### config.mk
export PLATFORM = sky130hd
export DESIGN_NAME = ysyx_23060208_axi_arbiter_flat
export DESIGN_NICKNAME = d
export VERILOG_FILES = /design/src/rtl/ysyx_23060208_axi_arbiter_if.sv /design/src/rtl/ysyx_23060208_axi_arbiter.sv /design/src/flat_wrapper.sv
export SDC_FILE = /design/constraint.sdc
export NUM_CORES = 1
export LEC_CHECK = 0
export CAP_MARGIN = 20
export CELL_PAD_IN_SITES_DETAIL_PLACEMENT = 0
export CELL_PAD_IN_SITES_GLOBAL_PLACEMENT = 1
export CORE_AREA = 2 2 145 147
export CTS_BUF_LIST = sky130_fd_sc_hd__clkbuf_2
export CTS_CLUSTER_SIZE = 20
export DETAILED_ROUTE_END_ITERATION = 10
export DIE_AREA = 0 0 147 149
export MAX_ROUTING_LAYER = met4
export PLACE_DENSITY = 0.83
export REMOVE_ABC_BUFFERS = 1
export SETUP_SLACK_MARGIN = 0.02
export SLEW_MARGIN = 20
export SYNTH_ARGS = -nofsm -noshare
export SYNTH_HDL_FRONTEND = slang
export SYNTH_SLANG_ARGS = --single-unit
### constraint.sdc
create_clock -name clock -period 1.9 [get_ports clock]
set_clock_uncertainty 0.1 [all_clocks]
set_input_delay 0.38 -clock clock [delete_from_list [all_inputs] [get_ports clock]]
set_output_delay 0.38 -clock clock [all_outputs]
set_load 0.05 [all_outputs]
### src/rtl/ysyx_23060208_axi_arbiter_if.sv
// One AXI4 read channel (AR + R); master drives requests, slave returns data.
// DATA_WIDTH is the address width; read data is 2*DATA_WIDTH wide.
interface ysyx_23060208_axi_arbiter_if #(
    parameter int DATA_WIDTH = 32
);
    logic                    arvalid;
    logic                    arready;
    logic [DATA_WIDTH-1:0]   araddr;
    logic [3:0]              arid;
    logic [7:0]              arlen;
    logic [2:0]              arsize;
    logic [1:0]              arburst;
    logic                    rvalid;
    logic                    rready;
    logic [2*DATA_WIDTH-1:0] rdata;
    logic [1:0]              rresp;
    logic                    rlast;
    logic [3:0]              rid;

    modport master (
        output arvalid, araddr, arid, arlen, arsize, arburst, rready,
        input  arready, rvalid, rdata, rresp, rlast, rid
    );

    modport slave (
        input  arvalid, araddr, arid, arlen, arsize, arburst, rready,
        output arready, rvalid, rdata, rresp, rlast, rid
    );
endinterface

### src/rtl/ysyx_23060208_axi_arbiter.sv
// Two-requester AXI read arbiter (s0 = IFU, s1 = LSU) onto one downstream read channel.
// Latency: request seen in IDLE -> m_arvalid next cycle; owner held until rlast, then one IDLE cycle.
// Backpressure: arready/rready pass straight through for the owner only; ARB_RR_EN selects round-robin, else s1 wins.
module ysyx_23060208_axi_arbiter #(
    parameter int DATA_WIDTH = 32
) (
    input  logic                        clock,
    input  logic                        reset,
    ysyx_23060208_axi_arbiter_if.slave  s0,
    ysyx_23060208_axi_arbiter_if.slave  s1,
    ysyx_23060208_axi_arbiter_if.master m,
    output logic [1:0]                  grant
);
    typedef enum logic [2:0] {IDLE, AR0, R0, AR1, R1} state_t;

    state_t state;
    state_t state_nxt;
    logic   pick_s1;
    logic   own_s1;

    logic                  sel_arvalid;
    logic [DATA_WIDTH-1:0] sel_araddr;
    logic [3:0]            sel_arid;
    logic [7:0]            sel_arlen;
    logic [2:0]            sel_arsize;
    logic [1:0]            sel_arburst;
    logic                  sel_rready;

    // Requester fields of whichever port currently owns the channel
    assign own_s1      = (state == AR1) || (state == R1);
    assign sel_arvalid = own_s1 ? s1.arvalid : s0.arvalid;
    assign sel_araddr  = own_s1 ? s1.araddr  : s0.araddr;
    assign sel_arid    = own_s1 ? s1.arid    : s0.arid;
    assign sel_arlen   = own_s1 ? s1.arlen   : s0.arlen;
    assign sel_arsize  = own_s1 ? s1.arsize  : s0.arsize;
    assign sel_arburst = own_s1 ? s1.arburst : s0.arburst;
    assign sel_rready  = own_s1 ? s1.rready  : s0.rready;

`ifdef ARB_RR_EN
    logic last_owner;  // 0 = s0, 1 = s1

    assign pick_s1 = s1.arvalid && (!s0.arvalid || !last_owner);

    always_ff @(posedge clock) begin
        if (reset) begin
            last_owner <= 1'b0;
        end else if (state == IDLE && (s0.arvalid || s1.arvalid)) begin
            last_owner <= pick_s1;
        end
    end
`else
    assign pick_s1 = s1.arvalid;
`endif

    always_ff @(posedge clock) begin
        if (reset) begin
            state <= IDLE;
        end else begin
            state <= state_nxt;
        end
    end

    always_comb begin
        state_nxt  = state;
        grant      = 2'b00;

        m.arvalid  = 1'b0;
        m.araddr   = '0;
        m.arid     = '0;
        m.arlen    = '0;
        m.arsize   = '0;
        m.arburst  = '0;
        m.rready   = 1'b0;

        s0.arready = 1'b0;
        s0.rvalid  = 1'b0;
        s0.rdata   = '0;
        s0.rresp   = '0;
        s0.rlast   = 1'b0;
        s0.rid     = '0;
        s1.arready = 1'b0;
        s1.rvalid  = 1'b0;
        s1.rdata   = '0;
        s1.rresp   = '0;
        s1.rlast   = 1'b0;
        s1.rid     = '0;

        case (state)
            IDLE: begin
                if (s0.arvalid || s1.arvalid) begin
                    state_nxt = pick_s1 ? AR1 : AR0;
                end
            end
            AR0, AR1: begin
                grant     = own_s1 ? 2'b10 : 2'b01;
                m.arvalid = sel_arvalid;
                m.araddr  = sel_araddr;
                m.arid    = sel_arid;
                m.arlen   = sel_arlen;
                m.arsize  = sel_arsize;
                m.arburst = sel_arburst;
                if (own_s1) begin
                    s1.arready = m.arready;
                end else begin
                    s0.arready = m.arready;
                end
                if (sel_arvalid && m.arready) begin
                    state_nxt = own_s1 ? R1 : R0;
                end
            end
            R0, R1: begin
                grant    = own_s1 ? 2'b10 : 2'b01;
                m.rready = sel_rready;
                // Response fields pass unchanged, error responses included
                if (own_s1) begin
                    s1.rvalid = m.rvalid;
                    s1.rdata  = m.rdata;
                    s1.rresp  = m.rresp;
                    s1.rlast  = m.rlast;
                    s1.rid    = m.rid;
                end else begin
                    s0.rvalid = m.rvalid;
                    s0.rdata  = m.rdata;
                    s0.rresp  = m.rresp;
                    s0.rlast  = m.rlast;
                    s0.rid    = m.rid;
                end
                if (m.rvalid && sel_rready && m.rlast) begin
                    state_nxt = IDLE;
                end
            end
            default: state_nxt = IDLE;
        endcase
    end
endmodule

### src/flat_wrapper.sv
// flat-port wrapper written by rule: the top's interface ports become plain ports
module ysyx_23060208_axi_arbiter_flat 
#(
    parameter int DATA_WIDTH = 32
)
  (clock, reset, grant, s0_arvalid, s0_araddr, s0_arid, s0_arlen, s0_arsize, s0_arburst, s0_rready, s0_arready, s0_rvalid, s0_rdata, s0_rresp, s0_rlast, s0_rid, s1_arvalid, s1_araddr, s1_arid, s1_arlen, s1_arsize, s1_arburst, s1_rready, s1_arready, s1_rvalid, s1_rdata, s1_rresp, s1_rlast, s1_rid, m_arvalid, m_araddr, m_arid, m_arlen, m_arsize, m_arburst, m_rready, m_arready, m_rvalid, m_rdata, m_rresp, m_rlast, m_rid);
  ysyx_23060208_axi_arbiter_if #(.DATA_WIDTH(DATA_WIDTH)) s0_i ();
  ysyx_23060208_axi_arbiter_if #(.DATA_WIDTH(DATA_WIDTH)) s1_i ();
  ysyx_23060208_axi_arbiter_if #(.DATA_WIDTH(DATA_WIDTH)) m_i ();
  input  logic clock;
  input  logic reset;
  output logic [1:0] grant;
  input wire logic [$bits(s0_i.arvalid)-1:0] s0_arvalid;
  input wire logic [$bits(s0_i.araddr)-1:0] s0_araddr;
  input wire logic [$bits(s0_i.arid)-1:0] s0_arid;
  input wire logic [$bits(s0_i.arlen)-1:0] s0_arlen;
  input wire logic [$bits(s0_i.arsize)-1:0] s0_arsize;
  input wire logic [$bits(s0_i.arburst)-1:0] s0_arburst;
  input wire logic [$bits(s0_i.rready)-1:0] s0_rready;
  output wire logic [$bits(s0_i.arready)-1:0] s0_arready;
  output wire logic [$bits(s0_i.rvalid)-1:0] s0_rvalid;
  output wire logic [$bits(s0_i.rdata)-1:0] s0_rdata;
  output wire logic [$bits(s0_i.rresp)-1:0] s0_rresp;
  output wire logic [$bits(s0_i.rlast)-1:0] s0_rlast;
  output wire logic [$bits(s0_i.rid)-1:0] s0_rid;
  input wire logic [$bits(s1_i.arvalid)-1:0] s1_arvalid;
  input wire logic [$bits(s1_i.araddr)-1:0] s1_araddr;
  input wire logic [$bits(s1_i.arid)-1:0] s1_arid;
  input wire logic [$bits(s1_i.arlen)-1:0] s1_arlen;
  input wire logic [$bits(s1_i.arsize)-1:0] s1_arsize;
  input wire logic [$bits(s1_i.arburst)-1:0] s1_arburst;
  input wire logic [$bits(s1_i.rready)-1:0] s1_rready;
  output wire logic [$bits(s1_i.arready)-1:0] s1_arready;
  output wire logic [$bits(s1_i.rvalid)-1:0] s1_rvalid;
  output wire logic [$bits(s1_i.rdata)-1:0] s1_rdata;
  output wire logic [$bits(s1_i.rresp)-1:0] s1_rresp;
  output wire logic [$bits(s1_i.rlast)-1:0] s1_rlast;
  output wire logic [$bits(s1_i.rid)-1:0] s1_rid;
  output wire logic [$bits(m_i.arvalid)-1:0] m_arvalid;
  output wire logic [$bits(m_i.araddr)-1:0] m_araddr;
  output wire logic [$bits(m_i.arid)-1:0] m_arid;
  output wire logic [$bits(m_i.arlen)-1:0] m_arlen;
  output wire logic [$bits(m_i.arsize)-1:0] m_arsize;
  output wire logic [$bits(m_i.arburst)-1:0] m_arburst;
  output wire logic [$bits(m_i.rready)-1:0] m_rready;
  input wire logic [$bits(m_i.arready)-1:0] m_arready;
  input wire logic [$bits(m_i.rvalid)-1:0] m_rvalid;
  input wire logic [$bits(m_i.rdata)-1:0] m_rdata;
  input wire logic [$bits(m_i.rresp)-1:0] m_rresp;
  input wire logic [$bits(m_i.rlast)-1:0] m_rlast;
  input wire logic [$bits(m_i.rid)-1:0] m_rid;
  assign s0_i.arvalid = s0_arvalid;
  assign s0_i.araddr = s0_araddr;
  assign s0_i.arid = s0_arid;
  assign s0_i.arlen = s0_arlen;
  assign s0_i.arsize = s0_arsize;
  assign s0_i.arburst = s0_arburst;
  assign s0_i.rready = s0_rready;
  assign s0_arready = s0_i.arready;
  assign s0_rvalid = s0_i.rvalid;
  assign s0_rdata = s0_i.rdata;
  assign s0_rresp = s0_i.rresp;
  assign s0_rlast = s0_i.rlast;
  assign s0_rid = s0_i.rid;
  assign s1_i.arvalid = s1_arvalid;
  assign s1_i.araddr = s1_araddr;
  assign s1_i.arid = s1_arid;
  assign s1_i.arlen = s1_arlen;
  assign s1_i.arsize = s1_arsize;
  assign s1_i.arburst = s1_arburst;
  assign s1_i.rready = s1_rready;
  assign s1_arready = s1_i.arready;
  assign s1_rvalid = s1_i.rvalid;
  assign s1_rdata = s1_i.rdata;
  assign s1_rresp = s1_i.rresp;
  assign s1_rlast = s1_i.rlast;
  assign s1_rid = s1_i.rid;
  assign m_arvalid = m_i.arvalid;
  assign m_araddr = m_i.araddr;
  assign m_arid = m_i.arid;
  assign m_arlen = m_i.arlen;
  assign m_arsize = m_i.arsize;
  assign m_arburst = m_i.arburst;
  assign m_rready = m_i.rready;
  assign m_i.arready = m_arready;
  assign m_i.rvalid = m_rvalid;
  assign m_i.rdata = m_rdata;
  assign m_i.rresp = m_rresp;
  assign m_i.rlast = m_rlast;
  assign m_i.rid = m_rid;
  ysyx_23060208_axi_arbiter #(.DATA_WIDTH(DATA_WIDTH)) u_core (.clock(clock), .reset(reset), .s0(s0_i), .s1(s1_i), .m(m_i), .grant(grant));
endmodule
# [Word level (Yosys, flattened, before mapping)]
# Cells that the tools add are included.
[word_totals] ff_bits=3 output_inout_bits=199
[op_classes] n_eq_ne=7 muxes=46 n_reduce_logical=10
[op_table] operator="two-way mux 64 bit" n=4
[op_table] operator="two-way mux 32 bit" n=2
[op_table] operator="two-way mux 4 bit" n=6
[op_table] operator="two-way mux 2 bit" n=9
[op_table] operator="two-way mux 3 bit" n=6
[op_table] operator="two-way mux 1 bit" n=16
[op_table] operator="two-way mux 8 bit" n=2
[op_table] operator="case mux 3 bit (3 select lines)" n=1
[op_table] operator="== test 3 x 2 -> 1 bit (second input constant)" n=2
[op_table] operator="!= test 2 x 1 -> 1 bit (second input constant)" n=3
[op_table] operator="OR reduction 2 bit" n=2
[op_table] operator="OR reduction 4 bit" n=1
[op_table] operator="== test 3 x 1 -> 1 bit (second input constant)" n=1
[op_table] operator="== test 3 bit (second input constant)" n=1
[op_table] operator="logical AND 1 bit" n=3
[op_table] operator="zero test 3 bit" n=1
[op_table] operator="AND reduction 3 bit" n=1
[op_table] operator="logical OR 1 bit" n=2

# [Longest topological paths before layout]
# Gate-level depths: netlist (run 1).
[logic_depth] ltp_word=7 depth_mapped=6 mapped_depth_nobuf=4

# [Worst setup path before layout (run 1)]
# No wires, ideal clock.
[synth_timing] path_type="flip-flop to output port" startpoint="register u_core.state[2]" endpoint="output port s0_arready" t_arrival_ps=1648 path_slack_ps=-228 path_stages_with_launch=4 path_buffers=1 path_cell_list="dfxtp_1 buf_4 nand2b_4 nor3_1"
[synth_between] elab_chain_len=4 word_cells_on_any_way=7 classes_between="3 x eq/ne; 2 x mux; 2 x reduce/logical"
[synth_rtl] element="from (decl)" line_no="ysyx_23060208_axi_arbiter.sv:16" text="state_t state;"
[synth_rtl] element="from (signal assigned)" line_no="ysyx_23060208_axi_arbiter.sv:59" text="state <= state_nxt;"
[synth_rtl] element="== test 3 x 2 -> 1 bit / == test 3 bit (equally long branches)" line_no="ysyx_23060208_axi_arbiter.sv:30, ysyx_23060208_axi_arbiter.sv:88"
[synth_rtl] element="logical OR 1 bit" line_no="ysyx_23060208_axi_arbiter.sv:30" text="assign own_s1 = (state == AR1) || (state == R1);"
[synth_rtl] element="two-way mux 1 bit" line_no="ysyx_23060208_axi_arbiter.sv:102" text="if (own_s1) begin"
[synth_rtl] element="two-way mux 1 bit *" line_no="ysyx_23060208_axi_arbiter.sv:88" text="case (state)"
[synth_rtl] element="to (decl)" line_no="flat_wrapper.sv:20" text="output wire logic [$bits(s0_i.arready)-1:0] s0_arready;"
# Every way passes the cells marked *; elsewhere a longest branch is shown, timed or not.

# [Worst setup path after layout (run 1)]
[layout_timing] startpoint="register u_core.state[2]" endpoint="output port s0_rdata[41]"
[layout_between] elab_chain_len=4 word_cells_on_any_way=7 classes_between="3 x eq/ne; 2 x mux; 2 x reduce/logical"
[layout_rtl] element="== test 3 x 2 -> 1 bit / == test 3 bit (equally long branches)" line_no="ysyx_23060208_axi_arbiter.sv:30, ysyx_23060208_axi_arbiter.sv:88"
[layout_rtl] element="logical OR 1 bit" line_no="ysyx_23060208_axi_arbiter.sv:30"
[layout_rtl] element="two-way mux 64 bit" line_no="ysyx_23060208_axi_arbiter.sv:115" text="if (own_s1) begin"
[layout_rtl] element="two-way mux 64 bit *" line_no="ysyx_23060208_axi_arbiter.sv:88"
[layout_rtl] element="to (decl)" line_no="flat_wrapper.sv:22" text="output wire logic [$bits(s0_i.rdata)-1:0] s0_rdata;"
# Marked as above.

==> metrics.md, run 1 <==
| Metric | Value |
|---|---|
| H-Tree Depth | 1 |
| Asr flop ratio synth | 0% |
| Cell taking the most area after synthesis | and2_1 |
| Area growth syn-to-layout | 416% |
| Die Y | around 150 microns |
| Post-synth top area share | just over 50% |
| Pwr dens | 630 nW/um^2 |
| Endpoint arrival time on the critical path | 1.58 ns |
| Clk Latency, worst-skew pair | ~0.21 ns |
| Status | complete, but fails checks |
| Antenna violations before repair | 0 |
| Initial drt markers | 112 |
| Ys flop type | dfxtp_1 |
| Slew headroom | 76.0% |
| Synthesis warning total | 0 |
| Total track usage | 14.2% |
| Netlist cell types | 30 |
| Rows | 53 |
| Deepest clock path buffer count | 2 |
| Fin Hold WS | 0.534 ns |
| Final period util | 108% |
| Vias in the first global route | 3,784 |
| Routed wire length | 18.7 mm |
| Via/cell ratio | about 3.9 |
| Critical Path Source Type | flip-flop |
| Commonest cells in the netlist | and2_1 (144), a22o_1 (49), clkbuf_2 (13) |
| Clock-pin slew on the worst setup and hold paths | 0.05 ns |
| Failing checks | negative setup slack |
| CP max FO | 14 |
| CORE AREA | 20,600 sq um |
| Final GP Congestion | 0.763 |
| Met3 Use GR | between 2 and 3% |
| Number of synthesized flops with an enable pin | 0 |
| Post-synthesis sequential area ratio | 3.37% |
| Final hold vios | 0 |
| Largest register FFs | 3 |
| Transition time of the tightest slew-check pin | between 0.3 and 0.4 ns |
| Final WS setup | -0.156 ns |
| Biggest register | u_core.state |
| Met2 Use GR | 26.2% |
| Nets@finish | approximately 840 |
| Wire per inst | 20.0 microns |
| DR vias | 3,627 |
| Min-delay worst type | flip-flop to flip-flop |
| # IOs | 376 |
| RSZ-0062 raised after global routing | yes |
| Residual DRC | 0 |
| CP peak stage delay | 0.36 ns |
| Hold Buf Count CTS | 0 |
| First-pass GRT wire length | approximately 23 mm |
| Cell breakdown of the critical path | buf_6, nor3b_4, buf_12, clkbuf_16, and2_4, buf_12 |
| Largest net degree at the start of global routing | 37 |
| Total grt overflow | 0 |
| Clock sinks | 3 |
| R2R Path Start | u_core.state[2] |
| Gr busiest metal | met2 |
| I/O Buffers | 375 |
| Setup WS pre-CTS | -0.0839 ns |
| First drt pass iteration count | 4 |
| Crit path launch | u_core.state[2] |
| Critical path endpoint category | output port |
| Total CTS buffers | 3 |
| Avg Cell Area, Syn | 6.92 sq um |
| Routed Antenna Nets | 0 |
| Die area | 21,900 sq um |
| Share of layout cells above drive strength 1 | 63.6% |
| Regs by FF count | u_core.state x3 |
| Top-count cell post-synth | and2_1 |
| Critical path type | flip-flop to output port |
| Die Wd | 147 microns |
| Endpoints failing setup | 194 |
| Fmax | 486 MHz |
| Syn Inst Count | ~260 |
| Worst Path Required | 1.42 ns |
| Tot Pwr | between 5 and 6 mW |
| Max-cap check violation count | 0 |
| Fin crit period | 2.06 ns |
| Hold Crit Start | u_core.state[1] |
| DP HPWL | approximately 13 mm |
| Register bit total from synthesis | 3 |
| Root Buffer Master | clkbuf_2 |
| CTS tree | yes |
| Grt met1 use | 16.6% |
| Fin. max-slew vios | 0 |
| CP max-delay cell | dfxtp_4 |
| Worst vdd ir | a little under 0.4 mV |
| Initial core utilization | just under 9% |
| Diodes inserted | 0 |
| Leakage | 3.85 nW |
| Ranking of synthesized cells by area | and2_1 (50%), a22o_1 (24%), clkbuf_2 (3.6%) |
| Most Frequent Cell on Critical Path | buf_12 |
| Cell Area, Synth | approximately 1800 sq um |
layout make-up:
type | instances | area (sq um)
Sequential cell | 3 | 71.3
Timing Repair Buffer | 425 | 6560
Multi-Input combinational cell | 225 | 2200
Inverter | 2 | 7.51
Clock buffer | 4 | 20.0
Tap cell | 275 | 344
Fill cell | 1837 | 11400
power by group:
part	total [mW]	internal [mW]	leakage, nW	switching [mW]
combinational	5.60	2.91	3.80	2.69
sequential	0.103	0.0784	0.0267	0.0245
clock	0.0935	0.0556	0.0166	0.0379
total	5.80	3.04	3.85	2.75
final timing paths:
path / end / slack, ns / cells after the start
setup / recovery: s0_rdata[41] / -0.16 / 6
hold / removal: u_core.state[0] / 0.53 / 2
setup reg to reg: u_core.state[1] / 0.24 / 8
hold reg to reg: u_core.state[0] / 0.53 / 2
worst max-delay path, delay by kind of cell (launching register included):
family | cells | cell delay [ns]
buffers and inverters | 4 | 0.63
and+or+nand+nor | 2 | 0.37
DFF | 1 | 0.36
placed cells by master, fill, tap and decap left out:
master and count:
dfxtp_4 3, nor2_1 2, nand3b_1 1, and2_4 110
nor3_1 2, a22o_1 10, buf_12 209, a22o_4 39
nor2_4 2, buf_16 4, and2_1 34, a21oi_1 1
clkdlybuf4s50_1 176, a41o_1 2, nand2_2 1, inv_2 2
buf_8 1, o21ai_1 1, a2111oi_1 1, xnor2_1 1
nand2b_4 1, nor3b_4 2, buf_6 7, nor2_2 1
nor3_2 2, bufbuf_16 1, a21oi_2 1, nor2b_1 1
clkbuf_2 4, nand2_1 4, a211oi_2 1, mux2i_1 1
or2_4 1, buf_4 17, clkbuf_16 10, nand3_1 3
layer usage:
| metal | vias up | routed length [microns] |
|---|---|---|
| li1 | 1689 | - |
| met1 | 1728 | 7210 |
| met2 | 198 | 10200 |
| met3 | 12 | 1130 |
| met4 | 0 | 149 |
| met5 | - | 0 |
kinds of logic after synthesis:
| logic type | count (synthesis) | synth area share (%) |
|---|---|---|
| xor+xnor | 1 | 0.491 |
| compound gates | 56 | 27.3 |
| buf+inv | 30 | 9.68 |
| simple gates | 167 | 58.6 |
| flops | 3 | 3.37 |
| mux | 1 | 0.561 |
repair_timing:
item,in CTS,in global routing
resized for setup,103,79
setup buffers,5,5
endpoints found under the hold margin,0,0
setup endpoints to repair,195,198
gates cloned,5,15
pin swaps,13,28
metrics by stage:
stage | cell area (sq um) | TNS, ns | util (%) | std cells
after global placement | 7940 | -0.110 | 38.6 | 901
after detailed placement | 7940 | -0.158 | 38.6 | 901
final | 9210 | -18.27 | 44.8 | 934
after floorplan | 1620 | -255.04 | - | 230
after global routing | 9210 | -28.73 | 44.8 | 934
after CTS | 8480 | -21.95 | 41.2 | 915
(Power assumes the default switching activity.)
==> run 2, diff against run 1 <==
--- a/config.mk
+++ b/config.mk
@@ -13,6 +13,7 @@
 export CTS_CLUSTER_SIZE = 20
 export DETAILED_ROUTE_END_ITERATION = 10
 export DIE_AREA = 0 0 147 149
+export GPL_ROUTABILITY_DRIVEN = 0
 export MAX_ROUTING_LAYER = met4
 export PLACE_DENSITY = 0.83
 export REMOVE_ABC_BUFFERS = 1
==> results of run 2 <==
Same layout as run 1: the final DEF is identical, and so are final timing and power.
